--- src/rtl/object_drop.sv ---
// object_drop: takes spawn X positions from the object spawner, drops one
// object down the playfield at a fixed pixel rate, and decides whether the
// paddle caught or missed it when it reaches the paddle row.
module object_drop #(
  parameter int SCREEN_W           = 640,
  parameter int UNDEFINED_POSITION = 1000,
  parameter int OBJ_SIZE           = 16,
  parameter int PLAYER_W           = 64,
  parameter int PLAYER_Y           = 448,
  parameter int STEP_TICKS         = 100000,
  parameter int SCORE_W            = 16
) (
  input  logic               clk,
  input  logic               rst,
  input  logic [10:0]        object_position,
  input  logic [10:0]        player_x,
  input  logic               pause,
  output logic [10:0]        obj_x,
  output logic [10:0]        obj_y,
  output logic               obj_active,
  output logic               caught,
  output logic               missed,
  output logic [SCORE_W-1:0] score,
  output logic [SCORE_W-1:0] miss_count
);

  // A one-tick step period still needs a 1-bit counter so the widths stay legal.
  localparam int CNT_W = (STEP_TICKS > 1) ? $clog2(STEP_TICKS) : 1;
  localparam logic [CNT_W-1:0] CNT_MAX   = CNT_W'(STEP_TICKS - 1);
  localparam logic [10:0]      UNDEF_POS = 11'(UNDEFINED_POSITION);
  localparam logic [10:0]      SPAWN_MAX = 11'(SCREEN_W - OBJ_SIZE);
  localparam logic [10:0]      LAND_Y    = 11'(PLAYER_Y - OBJ_SIZE);
  localparam logic [11:0]      SIZE_12   = 12'(OBJ_SIZE);
  localparam logic [11:0]      PW_12     = 12'(PLAYER_W);

  typedef enum logic [1:0] {IDLE, FALL, RESOLVE} state_t;

  state_t             state, state_n;
  logic [CNT_W-1:0]   step_cnt, step_cnt_n;
  logic [10:0]        obj_x_n, obj_y_n;
  logic               obj_active_n, caught_n, missed_n;
  logic [SCORE_W-1:0] score_n, miss_count_n;
  logic               overlap;

  // Register every piece of state; reset abandons any object in flight silently.
  always_ff @(posedge clk) begin
    if (rst) begin
      state      <= IDLE;
      step_cnt   <= '0;
      obj_x      <= UNDEF_POS;
      obj_y      <= '0;
      obj_active <= 1'b0;
      caught     <= 1'b0;
      missed     <= 1'b0;
      score      <= '0;
      miss_count <= '0;
    end else begin
      state      <= state_n;
      step_cnt   <= step_cnt_n;
      obj_x      <= obj_x_n;
      obj_y      <= obj_y_n;
      obj_active <= obj_active_n;
      caught     <= caught_n;
      missed     <= missed_n;
      score      <= score_n;
      miss_count <= miss_count_n;
    end
  end

  // Next-state logic: accept a spawn, step the fall, then resolve against the paddle.
  always_comb begin
    state_n      = state;
    step_cnt_n   = step_cnt;
    obj_x_n      = obj_x;
    obj_y_n      = obj_y;
    obj_active_n = obj_active;
    caught_n     = 1'b0;
    missed_n     = 1'b0;
    score_n      = score;
    miss_count_n = miss_count;

    // Widened to 12 bits so the edge sums cannot wrap; touching edges do not overlap.
    overlap = (({1'b0, obj_x} + SIZE_12) > {1'b0, player_x}) &&
              ({1'b0, obj_x} < ({1'b0, player_x} + PW_12));

    case (state)
      IDLE: begin
        if ((object_position != UNDEF_POS) && (object_position <= SPAWN_MAX)) begin
          obj_x_n      = object_position;
          obj_y_n      = '0;
          obj_active_n = 1'b1;
          step_cnt_n   = '0;
          state_n      = FALL;
        end
      end
      FALL: begin
        if (!pause) begin
          if (step_cnt == CNT_MAX) begin
            step_cnt_n = '0;
            obj_y_n    = obj_y + 11'd1;
            if ((obj_y + 11'd1) == LAND_Y) state_n = RESOLVE;
          end else begin
            step_cnt_n = step_cnt + CNT_W'(1);
          end
        end
      end
      RESOLVE: begin
        if (overlap) begin
          caught_n = 1'b1;
          if (score != '1) score_n = score + SCORE_W'(1);
        end else begin
          missed_n = 1'b1;
          if (miss_count != '1) miss_count_n = miss_count + SCORE_W'(1);
        end
        obj_active_n = 1'b0;
        obj_x_n      = UNDEF_POS;
        obj_y_n      = '0;
        state_n      = IDLE;
      end
      default: state_n = IDLE;
    endcase
  end

endmodule

--- config.mk ---
export PLATFORM = sky130hd
export DESIGN_NAME = object_drop
export DESIGN_NICKNAME = d
export VERILOG_FILES = /design/src/rtl/object_drop.sv
export SDC_FILE = /design/constraint.sdc
export NUM_CORES = 1
export LEC_CHECK = 0
export CORE_ASPECT_RATIO = 1.2
export CORE_UTILIZATION = 54
export CTS_CLUSTER_DIAMETER = 80
export CTS_CLUSTER_SIZE = 40
export DETAILED_ROUTE_END_ITERATION = 8
export DONT_BUFFER_PORTS = 1
export PLACE_DENSITY = 0.69
export SLEW_MARGIN = 30
export SYNTH_ARGS = -nofsm -noshare
export SYNTH_HDL_FRONTEND = slang
export SYNTH_SLANG_ARGS = --single-unit
--- constraint.sdc ---
create_clock -name clk -period 7.51 [get_ports clk]
set_input_delay 1.502 -clock clk [delete_from_list [all_inputs] [get_ports clk]]
set_output_delay 1.502 -clock clk [all_outputs]
set_load 0.05 [all_outputs]
## Word level (Yosys, flattened, before mapping)

Index checks and enable logic that the tools add are counted.

- Flip-flop bits (word level): 76
- Input port bits: 25
- Output and inout port bits: 57

- Add/sub/neg operators: 6
- Magnitude comparators: 3
- Equality and inequality tests: 11
- Muxes and demuxes: 19
- Bitwise logic cells: 2
- Reductions and logical operators: 13

Operator list:

| kind | count |
|---|---|
| $mux 17 | 3 |
| $mux 11 | 4 |
| $pmux 17 s2 | 1 |
| $pmux 11 s3 | 1 |
| $add 16x1->16 const B | 2 |
| $ne 16x16->1 const B | 2 |
| $pmux 11 s2 | 1 |
| $add 17x1->17 const B | 1 |
| $eq 17x17->1 const B | 1 |
| $add 11x5->12 const B | 1 |
| $add 11x7->12 const B | 1 |
| $gt 12x11->1 | 1 |
| $lt 11x12->1 | 1 |
| $add 11x1->11 const B | 1 |
| $eq 11x9->1 const B | 1 |
| $le 11x10->1 const B | 1 |
| $ne 11x10->1 const B | 1 |
| $reduce_and 3->1 | 3 |
| $mux 2 | 4 |
| $ne 2x2->1 const B | 4 |
| $reduce_and 4->1 | 2 |
| $pmux 2 s2 | 1 |
| $reduce_bool 2->1 | 2 |
| $mux 1 | 3 |
| 9 further kinds | 11 |

## Depth between registers and ports, before layout

Gate-level depths: netlist of run 1.

- Depth after elaboration: 6
- Gate-level depth with buffers: 13
- Depth with buffers taken out: 11

## Worst setup path after synthesis of run 1

Ideal clock, no wire load.

- Path type: input to register
- From: input player_x[6]
- To: register score[0]
- Library setup time: 121 ps
- Arrival: 3,770 ps
- Data required time: 7,389 ps
- Setup slack: 3,620 ps
- Stages: 13
- Path buffers: 2
- Cell sequence: ha_1 > nand3_1 > xnor2_1 > ha_1 > nand3_1 > or3_1 > nand3_1 > o22a_1 > or3_1 > buf_2 > buf_6 > nor2_1 > mux2_2

- Cells in the longest elaborated chain, start to end: 4
- Elaborated cells on any way between the ends: 5
- Classes of those cells: add/sub (1); order compare (2); reduce/logical (2)

RTL lines:

| element | line | source |
|---|---|---|
| from (decl) | 16 | `input logic [10:0] player_x,` |
| $add 11x7->12 | 84 | `({1'b0, obj_x} < ({1'b0, player_x} + PW_12));` |
| $lt 11x12->1 | 84 |  |
| $logic_and 1x1->1 * | 83 | `overlap = (({1'b0, obj_x} + SIZE_12) > {1'b0, player_x}) &&` |
| $reduce_and 3->1 (no source line) * | n/a |  |
| to (signal assigned) | 65 | `score <= score_n;` |
| to (decl) | 23 | `output logic [SCORE_W-1:0] score,` |

Mark *: on every way between the ends. The rest lies on a longest branch, timed or not.
A chain may end at the register's enable or synchronous reset.

## Worst setup path in the final report of run 1

- From: register obj_x[4]
- To: register score[0]

- Cells in the longest elaborated chain, start to end: 4
- Elaborated cells on any way between the ends: 5
- Classes of those cells: add/sub (1); order compare (2); reduce/logical (2)

RTL lines:

| element | line | source |
|---|---|---|
| from (decl) | 18 | `output logic [10:0] obj_x,` |
| from (signal assigned) | 60 | `obj_x <= obj_x_n;` |
| $add 11x5->12 | 83 |  |
| $gt 12x11->1 | 83 |  |
| $logic_and 1x1->1 * | 83 |  |
| $reduce_and 3->1 (no source line) * | n/a |  |

Marks and branches as above.

==> impl_metrics.env, run 1 <==
export IMPL_ctsHoldBuffers=0
export IMPL_numCtsBuffers=9
export IMPL_critical_path_cell_chain="ha_1, nand3_1, xnor2_1, ha_1, nand3_1, or3_4, nor3_1, or3_1, nor2_1, mux2_2"
export IMPL_drtPass1Iterations=6
export IMPL_crit_required_ns=7.75
export IMPL_violations="design-rule violations"
export IMPL_crit_fanout=24
export IMPL_seq_area_frac_synth_pct=34.4
export IMPL_startpoint="obj_x[4]$_SDFFE_PP0P_"
export IMPL_worstMarginPinSlew_ns=0.810
export IMPL_ys_seq_elements=76
export IMPL_max_stage_delay_ns=0.78
export IMPL_yosysWarnings=0
export IMPL_htree_levels=3
export IMPL_cts_root_buffer="clkbuf_8"
export IMPL_cts_resized=0
export IMPL_cts_sinks=76
export IMPL_critical_path_buf_inv_count=0
export IMPL_grt_ovfl_total=0
export IMPL_syn_to_final_growth_pct=5.40
export IMPL_antenna_cells=0
export IMPL_num_vias=3913
export IMPL_fill_cells=741
export IMPL_groute_usage_overall_pct=24.4
export IMPL_p_seq_share_pct=50.9
export IMPL_wl_um=10100
export IMPL_async_flop_share_pct=0
export IMPL_end_kind="flop"
export IMPL_p_sw_share_pct=28.4
export IMPL_startpoint_type="flop"
export IMPL_maxSlewViolCount=0
export IMPL_yosys_area_top_type="dfxtp_1"
export IMPL_grt_max_degree=71
export IMPL_syn_area_sq_um=4420
export IMPL_p_per_area_nw_per_um2=183
export IMPL_max_freq_mhz=253
export IMPL_clk_pin_slew_ns=0.08
export IMPL_design_area_sq_um=4660
export IMPL_remaining_drc_errors=5
export IMPL_grt_pass1_wl_um=16900
export IMPL_ff2ff_setup_slack_ns=3.56
export IMPL_clock_path_buffers=2
export IMPL_vias_per_cell=6.16
export IMPL_die_area_sq_um=8560
export IMPL_die_y_um=101
export IMPL_finClkSkew_ns=0.0127
export IMPL_core_area_sq_um=7790
export IMPL_power_switching_w=0.000242
export IMPL_pin_count=82
export IMPL_rsz0062_at_grt="no"
export IMPL_power_leakage_nw=1.57
export IMPL_antenna_found_initial=0
export IMPL_maxCapViolations=0
export IMPL_tritoncts="yes"
export IMPL_grt_pass1_vias=3626
export IMPL_crit_arrival_ns=4.19
export IMPL_yosysTopAreaCellShare_pct=34.4
export IMPL_yosysUniqueCellTypes=56
export IMPL_gp_congestion=0.884
export IMPL_syn_inst=550
export IMPL_setup_viol_count_final=0
export IMPL_path_delay_family="simple AND/OR/NAND/NOR gates"
export IMPL_tns_ns=0
export IMPL_synth_edf_count=0
export IMPL_p_clk_share_pct=37.8
export IMPL_dpl_hpwl_um=7280
export IMPL_ant_nets=0
export IMPL_outcome="finished, violations left"
export IMPL_min_period_ns=3.95
export IMPL_syn_nets=599
export IMPL_die_width_um=84.6
export IMPL_r2r_start="obj_x[4]$_SDFFE_PP0P_"
export IMPL_dr_first_iter_drc_count=188
export IMPL_finish_net_count=587
export IMPL_relSlewSlack_pct=45.9
export IMPL_drive_gt1_share_pct=8.10
export IMPL_synth_area_per_cell_sq_um=8.04
export IMPL_internal_power_w=0.000612
export IMPL_cts_setup_buffers=0
export IMPL_fin_crit_sh_pct=52.7
export IMPL_min_delay_path_class="flop to flop"
export IMPL_cp_slowest_cell="dfxtp_1"
export IMPL_worstHoldStart="step_cnt[1]$_SDFFE_PP0P_"
export IMPL_io_buffers=0
export IMPL_share_comb_of_total_power_pct=11.4
export IMPL_wl_per_cell_um=16.0
export IMPL_hold_violations=0
export IMPL_synth_flop_cell="dfxtp_1"
export IMPL_start_util_pct=56.7
export IMPL_place_area_sq_um=4450
export IMPL_worstSkewPairLatency_ns=0.35
export IMPL_peakVddDrop_uv=141
export IMPL_synth_area_leaders="dfxtp_1 (34%), ha_1 (6.8%), a21oi_1 (5.1%)"
export IMPL_critical_path_class="flop to flop"
export IMPL_rows=35
tightest hold or removal path: cells and delay by family (launching register included):
family / cells / cell delay (ns)
AO/OA/AOI/OAI: 1 / 0.05
flip-flops: 1 / 0.34
AND/OR/NAND/NOR: 1 / 0.06
per-stage QoR:
| stage | util (%) | setup slack, ns | cells | hold slack (ns) | power [W] |
|---|---|---|---|---|---|
| after floorplan | - | 3.62 | 550 | 0.454 | 0.000527 |
| after global routing | 59.8 | 3.27 | 635 | 0.518 | 0.000898 |
| after detailed placement | 57.1 | 3.20 | 619 | 0.467 | 0.000540 |
| after global placement | 57.0 | 3.35 | 619 | 0.462 | 0.000536 |
| after CTS | 59.8 | 3.56 | 635 | 0.494 | 0.000863 |
| final | 59.8 | 3.56 | 635 | 0.493 | 0.000854 |
power by group through the flow:
stage / clock network, W / registers (W) / logic [W]
after detailed placement: 0 / 0.000444 / 0.0000965
final: 0.000322 / 0.000435 / 0.0000972
after CTS: 0.000332 / 0.000435 / 0.0000973
after global placement: 0 / 0.000444 / 0.0000924
after floorplan: 0 / 0.000440 / 0.0000873
after global routing: 0.000352 / 0.000436 / 0.000111
layout make-up:
type | count | area, sq um | share of cell area [%]
inverter | 21 | 78.8 | 1.69
timing repair buffer | 1 | 7.51 | 0.161
clock inverter | 6 | 70.1 | 1.50
multi-input combinational | 429 | 2730 | 58.6
tap | 92 | 115 | 2.47
sequential | 76 | 1520 | 32.6
clock buffer | 10 | 138 | 2.95
synth_stat cells, types with 5 or more instances:
| library cell | number |
|---|---|
| buf_2 | 7 |
| o31ai_1 | 10 |
| o21ai_0 | 20 |
| and3_1 | 11 |
| or4_1 | 9 |
| xnor2_1 | 17 |
| nor2b_1 | 9 |
| nor3_1 | 25 |
| nand3b_1 | 6 |
| dfxtp_1 | 76 |
| nand2b_1 | 11 |
| nand4_1 | 19 |
| clkbuf_1 | 16 |
| inv_1 | 19 |
| o22ai_1 | 7 |
| nand2_1 | 35 |
| mux2_2 | 12 |
| xor2_1 | 5 |
| a21oi_1 | 45 |
| ha_1 | 24 |
| or3_1 | 16 |
| nor2_1 | 56 |
| nand3_1 | 35 |
layer usage:
| layer | routed length, um | track usage [%] | part of all wire (%) | up-vias |
|---|---|---|---|---|
| li1 | - | - | - | 1981 |
| met1 | 4480 | 30.2 | 44 | 1838 |
| met4 | 214 | 11.1 | 2.1 | 0 |
| met2 | 4940 | 41.0 | 49 | 76 |
| met5 | 0 | 0 | 0 | - |
| met3 | 506 | 5.22 | 5.0 | 18 |
final timing paths:
path	end	cells after the start
hold reg to reg	step_cnt[1]$_SDFFE_PP0P_	2
hold / removal	step_cnt[1]$_SDFFE_PP0P_	2
setup / recovery	score[0]$_SDFFE_PP0P_	10
setup reg to reg	score[0]$_SDFFE_PP0P_	10
placed cells by master, fill, tap and decap left out, types with 11 or more instances in the layout:
master / instances
inv_1: 19
or3_1: 16
dfxtp_1: 76
nand2b_1: 11
nor3_1: 24
xnor2_1: 17
nand3_1: 35
nand2_1: 35
nor2_1: 56
mux2_2: 12
a21oi_1: 45
and3_1: 11
nand4_1: 19
ha_1: 24
o21ai_0: 19
cell families after synthesis:
group                      share of synthesized area (%)
AOI/OAI and AO/OA                                   15.9
xor gates and xnor gates                            4.36
adders and majority gates                           6.79
buffers and inverters                               4.19
DFF                                                 34.4
muxes                                               3.96
and+or+nand+nor                                     30.4
sequential cells by signal (all words and copies together), names as in the netlist:
| name | flops |
|---|---|
| caught | 1 |
| miss_count | 16 |
| missed | 1 |
| obj_active | 1 |
| obj_x | 11 |
| obj_y | 11 |
| score | 16 |
| state | 2 |
| step_cnt | 17 |
(Power assumes the default switching activity.)
==> run 2, diff against run 1 <==
Clock period 7.51 ns to 3.9 ns, I/O delays scaled along.
==> run 2 against run 1 <==
Net effect: the run still ends with design-rule violations left; fmax up 14%; core utilization grew 0.77 points; sequential cell count unchanged; clock skew fell by 0.0018 ns; combinational power increased by 140%; clock power is 71% higher; first-iteration DRC count is 12% lower; total power rose by 86%; routed wire length up 2.3%; largest cell class unchanged.
==> impl_metrics.env, run 2 (synthesis results as in run 1) <==
export IMPL_cts_sinks=76
export IMPL_share_comb_of_total_power_pct=14.8
export IMPL_power_switching_w=0.000470
export IMPL_grt_busiest_layer="met2"
export IMPL_htree_levels=3
export IMPL_use_met2_pct=42.0
export IMPL_max_stage_delay_ns=0.68
export IMPL_die_area_sq_um=8560
export IMPL_start_util_pct=56.7
export IMPL_hold_violations=0
export IMPL_place_area_sq_um=4540
export IMPL_antenna_cells=0
export IMPL_dr_first_iter_drc_count=166
export IMPL_startpoint_type="flop"
export IMPL_dp_worst_setup_slack_ns=0.352
export IMPL_mostFrequentLayoutCell="dfxtp_1"
export IMPL_r2r_start="obj_x[4]$_SDFFE_PP0P_"
export IMPL_ctsHoldBuffers=0
export IMPL_relSlewSlack_pct=49.6
export IMPL_crit_required_ns=4.13
export IMPL_cts_setup_buffers=0
export IMPL_drive_gt1_share_pct=10.3
export IMPL_worstMarginPinSlew_ns=0.756
export IMPL_rsz0062_at_grt="no"
export IMPL_critical_path_class="flop to flop"
export IMPL_vias_per_cell=6.12
export IMPL_end_kind="flop"
export IMPL_critical_path_cell_chain="ha_1, nand3_1, xnor2_1, ha_1, nand3_1, or3_4, a21oi_2, nor3_1, or3_1, nor3_1, mux2_2"
export IMPL_pin_count=82
export IMPL_die_width_um=84.6
export IMPL_worstHoldStart="step_cnt[1]$_SDFFE_PP0P_"
export IMPL_worstRegToRegCells=11
export IMPL_cts_root_buffer="clkbuf_8"
export IMPL_grt_pass1_wl_um=17100
export IMPL_design_area_sq_um=4720
export IMPL_internal_power_w=0.00112
export IMPL_power_leakage_nw=1.61
export IMPL_p_sw_share_pct=29.6
export IMPL_holdPathEnd="step_cnt[1]$_SDFFE_PP0P_"
export IMPL_startpoint="obj_x[4]$_SDFFE_PP0P_"
export IMPL_setup_viol_count_final=0
export IMPL_remaining_drc_errors=4
export IMPL_io_buffers=0
export IMPL_grt_ovfl_total=0
export IMPL_finClkSkew_ns=0.0109
export IMPL_p_seq_share_pct=50.5
export IMPL_rr_endpoint="score[5]$_SDFFE_PP0P_"
export IMPL_grt_max_degree=71
export IMPL_gp_congestion=0.851
export IMPL_min_period_ns=3.46
export IMPL_drtPass1Iterations=8
export IMPL_die_y_um=101
export IMPL_cp_slowest_cell="or3_1"
export IMPL_violations="design-rule violations"
export IMPL_min_delay_path_class="flop to flop"
export IMPL_top_regs="step_cnt: 17 flops, miss_count: 16 flops, score: 16 flops"
export IMPL_num_vias=3966
export IMPL_core_area_sq_um=7790
export IMPL_wl_um=10400
export IMPL_peakVddDrop_uv=266
export IMPL_final_cell_mix="dfxtp_1 (76), nor2_1 (56), a21oi_1 (45), nand2_1 (35), nand3_1 (35)"
export IMPL_clock_path_buffers=2
export IMPL_fin_util_pct=60.6
export IMPL_maxCapViolations=0
export IMPL_largest_reg_flops=17
export IMPL_fin_ws_ns=0.437
export IMPL_clk_pin_slew_ns=0.08
export IMPL_tns_ns=0
export IMPL_worstSkewPairLatency_ns=0.35
export IMPL_max_freq_mhz=289
export IMPL_wl_per_cell_um=16.0
export IMPL_finish_net_count=600
export IMPL_crit_arrival_ns=3.70
export IMPL_syn_to_final_growth_pct=6.76
export IMPL_maxSlewViolCount=0
export IMPL_numCtsBuffers=9
export IMPL_power_w=0.00159
export IMPL_cts_resized=0
export IMPL_p_per_area_nw_per_um2=336
export IMPL_grt_pass1_vias=3730
export IMPL_groute_layer_met1_usage_pct=29.6
export IMPL_fill_cells=711
export IMPL_p_clk_share_pct=34.7
export IMPL_hold_path_depth=2
export IMPL_fin_crit_sh_pct=88.8
export IMPL_ff2ff_setup_slack_ns=0.44
export IMPL_outcome="finished, violations left"
export IMPL_tritoncts="yes"
export IMPL_use_met3_pct=6.19
export IMPL_rows=35
export IMPL_dpl_hpwl_um=7480
export IMPL_antenna_found_initial=0
export IMPL_top_register="step_cnt"
export IMPL_crit_fanout=24
export IMPL_groute_usage_overall_pct=24.5
export IMPL_ant_nets=0
-- run 2: cell count changes in the layout (fill, tap and decap cells not counted) --
cell | before | now
buf_4 | 1 | 14
bufinv_16 | 1 | 0
clkinv_2 | 1 | 3
clkinv_4 | 2 | 0
clkinvlp_4 | 0 | 2
inv_6 | 2 | 1
nor3_2 | 1 | 2
nor3_4 | 1 | 0
-- run 2: stage by stage --
step / hold WS, ns / std cells
final: 0.489 / 648
after global routing: 0.469 / 648
after CTS: 0.474 / 648
after detailed placement: 0.479 / 632
after global placement: 0.462 / 632
after floorplan: 0.454 / 550
-- run 2: worst max path at each step --
stage,slack [ns],to
6_report,0.44,score[5]$_SDFFE_PP0P_
5_1_grt,0.22,score[5]$_SDFFE_PP0P_
4_1_cts,0.45,score[5]$_SDFFE_PP0P_
3_5_place_dp,0.35,score[5]$_SDFFE_PP0P_
3_3_place_gp,0.46,score[0]$_SDFFE_PP0P_
2_1_floorplan,0.48,score[0]$_SDFFE_PP0P_
-- run 2: layer usage --
| metal | part of all wire, % | vias to the layer above |
|---|---|---|
| met5 | 0 | - |
| met4 | 2.2 | 0 |
| met3 | 5.3 | 20 |
| met2 | 49 | 89 |
| met1 | 44 | 1844 |
| li1 | - | 2013 |
-- run 2: critical path, delay by kind of cell (launching register included) --
family | cells | cell delay, ns
flops | 1 | 0.43
xor+xnor | 1 | 0.15
compound gates | 1 | 0.11
simple gates | 6 | 1.73
fa+ha+maj | 2 | 0.55
mux | 1 | 0.36
-- run 2: power by group through the flow --
stage	sequential, W	clock (W)	combinational, W
after floorplan	0.000847	0	0.000168
after global placement	0.000819	0	0.000228
after detailed placement	0.000820	0	0.000234
after CTS	0.000801	0.000563	0.000235
after global routing	0.000804	0.000596	0.000262
final	0.000802	0.000551	0.000236
-- run 2: final cells by class --
class | count | area, sq um | share of cell area [%]
Sequential cell | 76 | 1520 | 32.2
Clock buffer | 10 | 138 | 2.91
Tap cell | 92 | 115 | 2.44
Timing Repair Buffer | 14 | 105 | 2.23
Multi-Input combinational cell | 429 | 2730 | 57.7
Clock inverter | 6 | 38.8 | 0.821
Inverter | 21 | 78.8 | 1.67
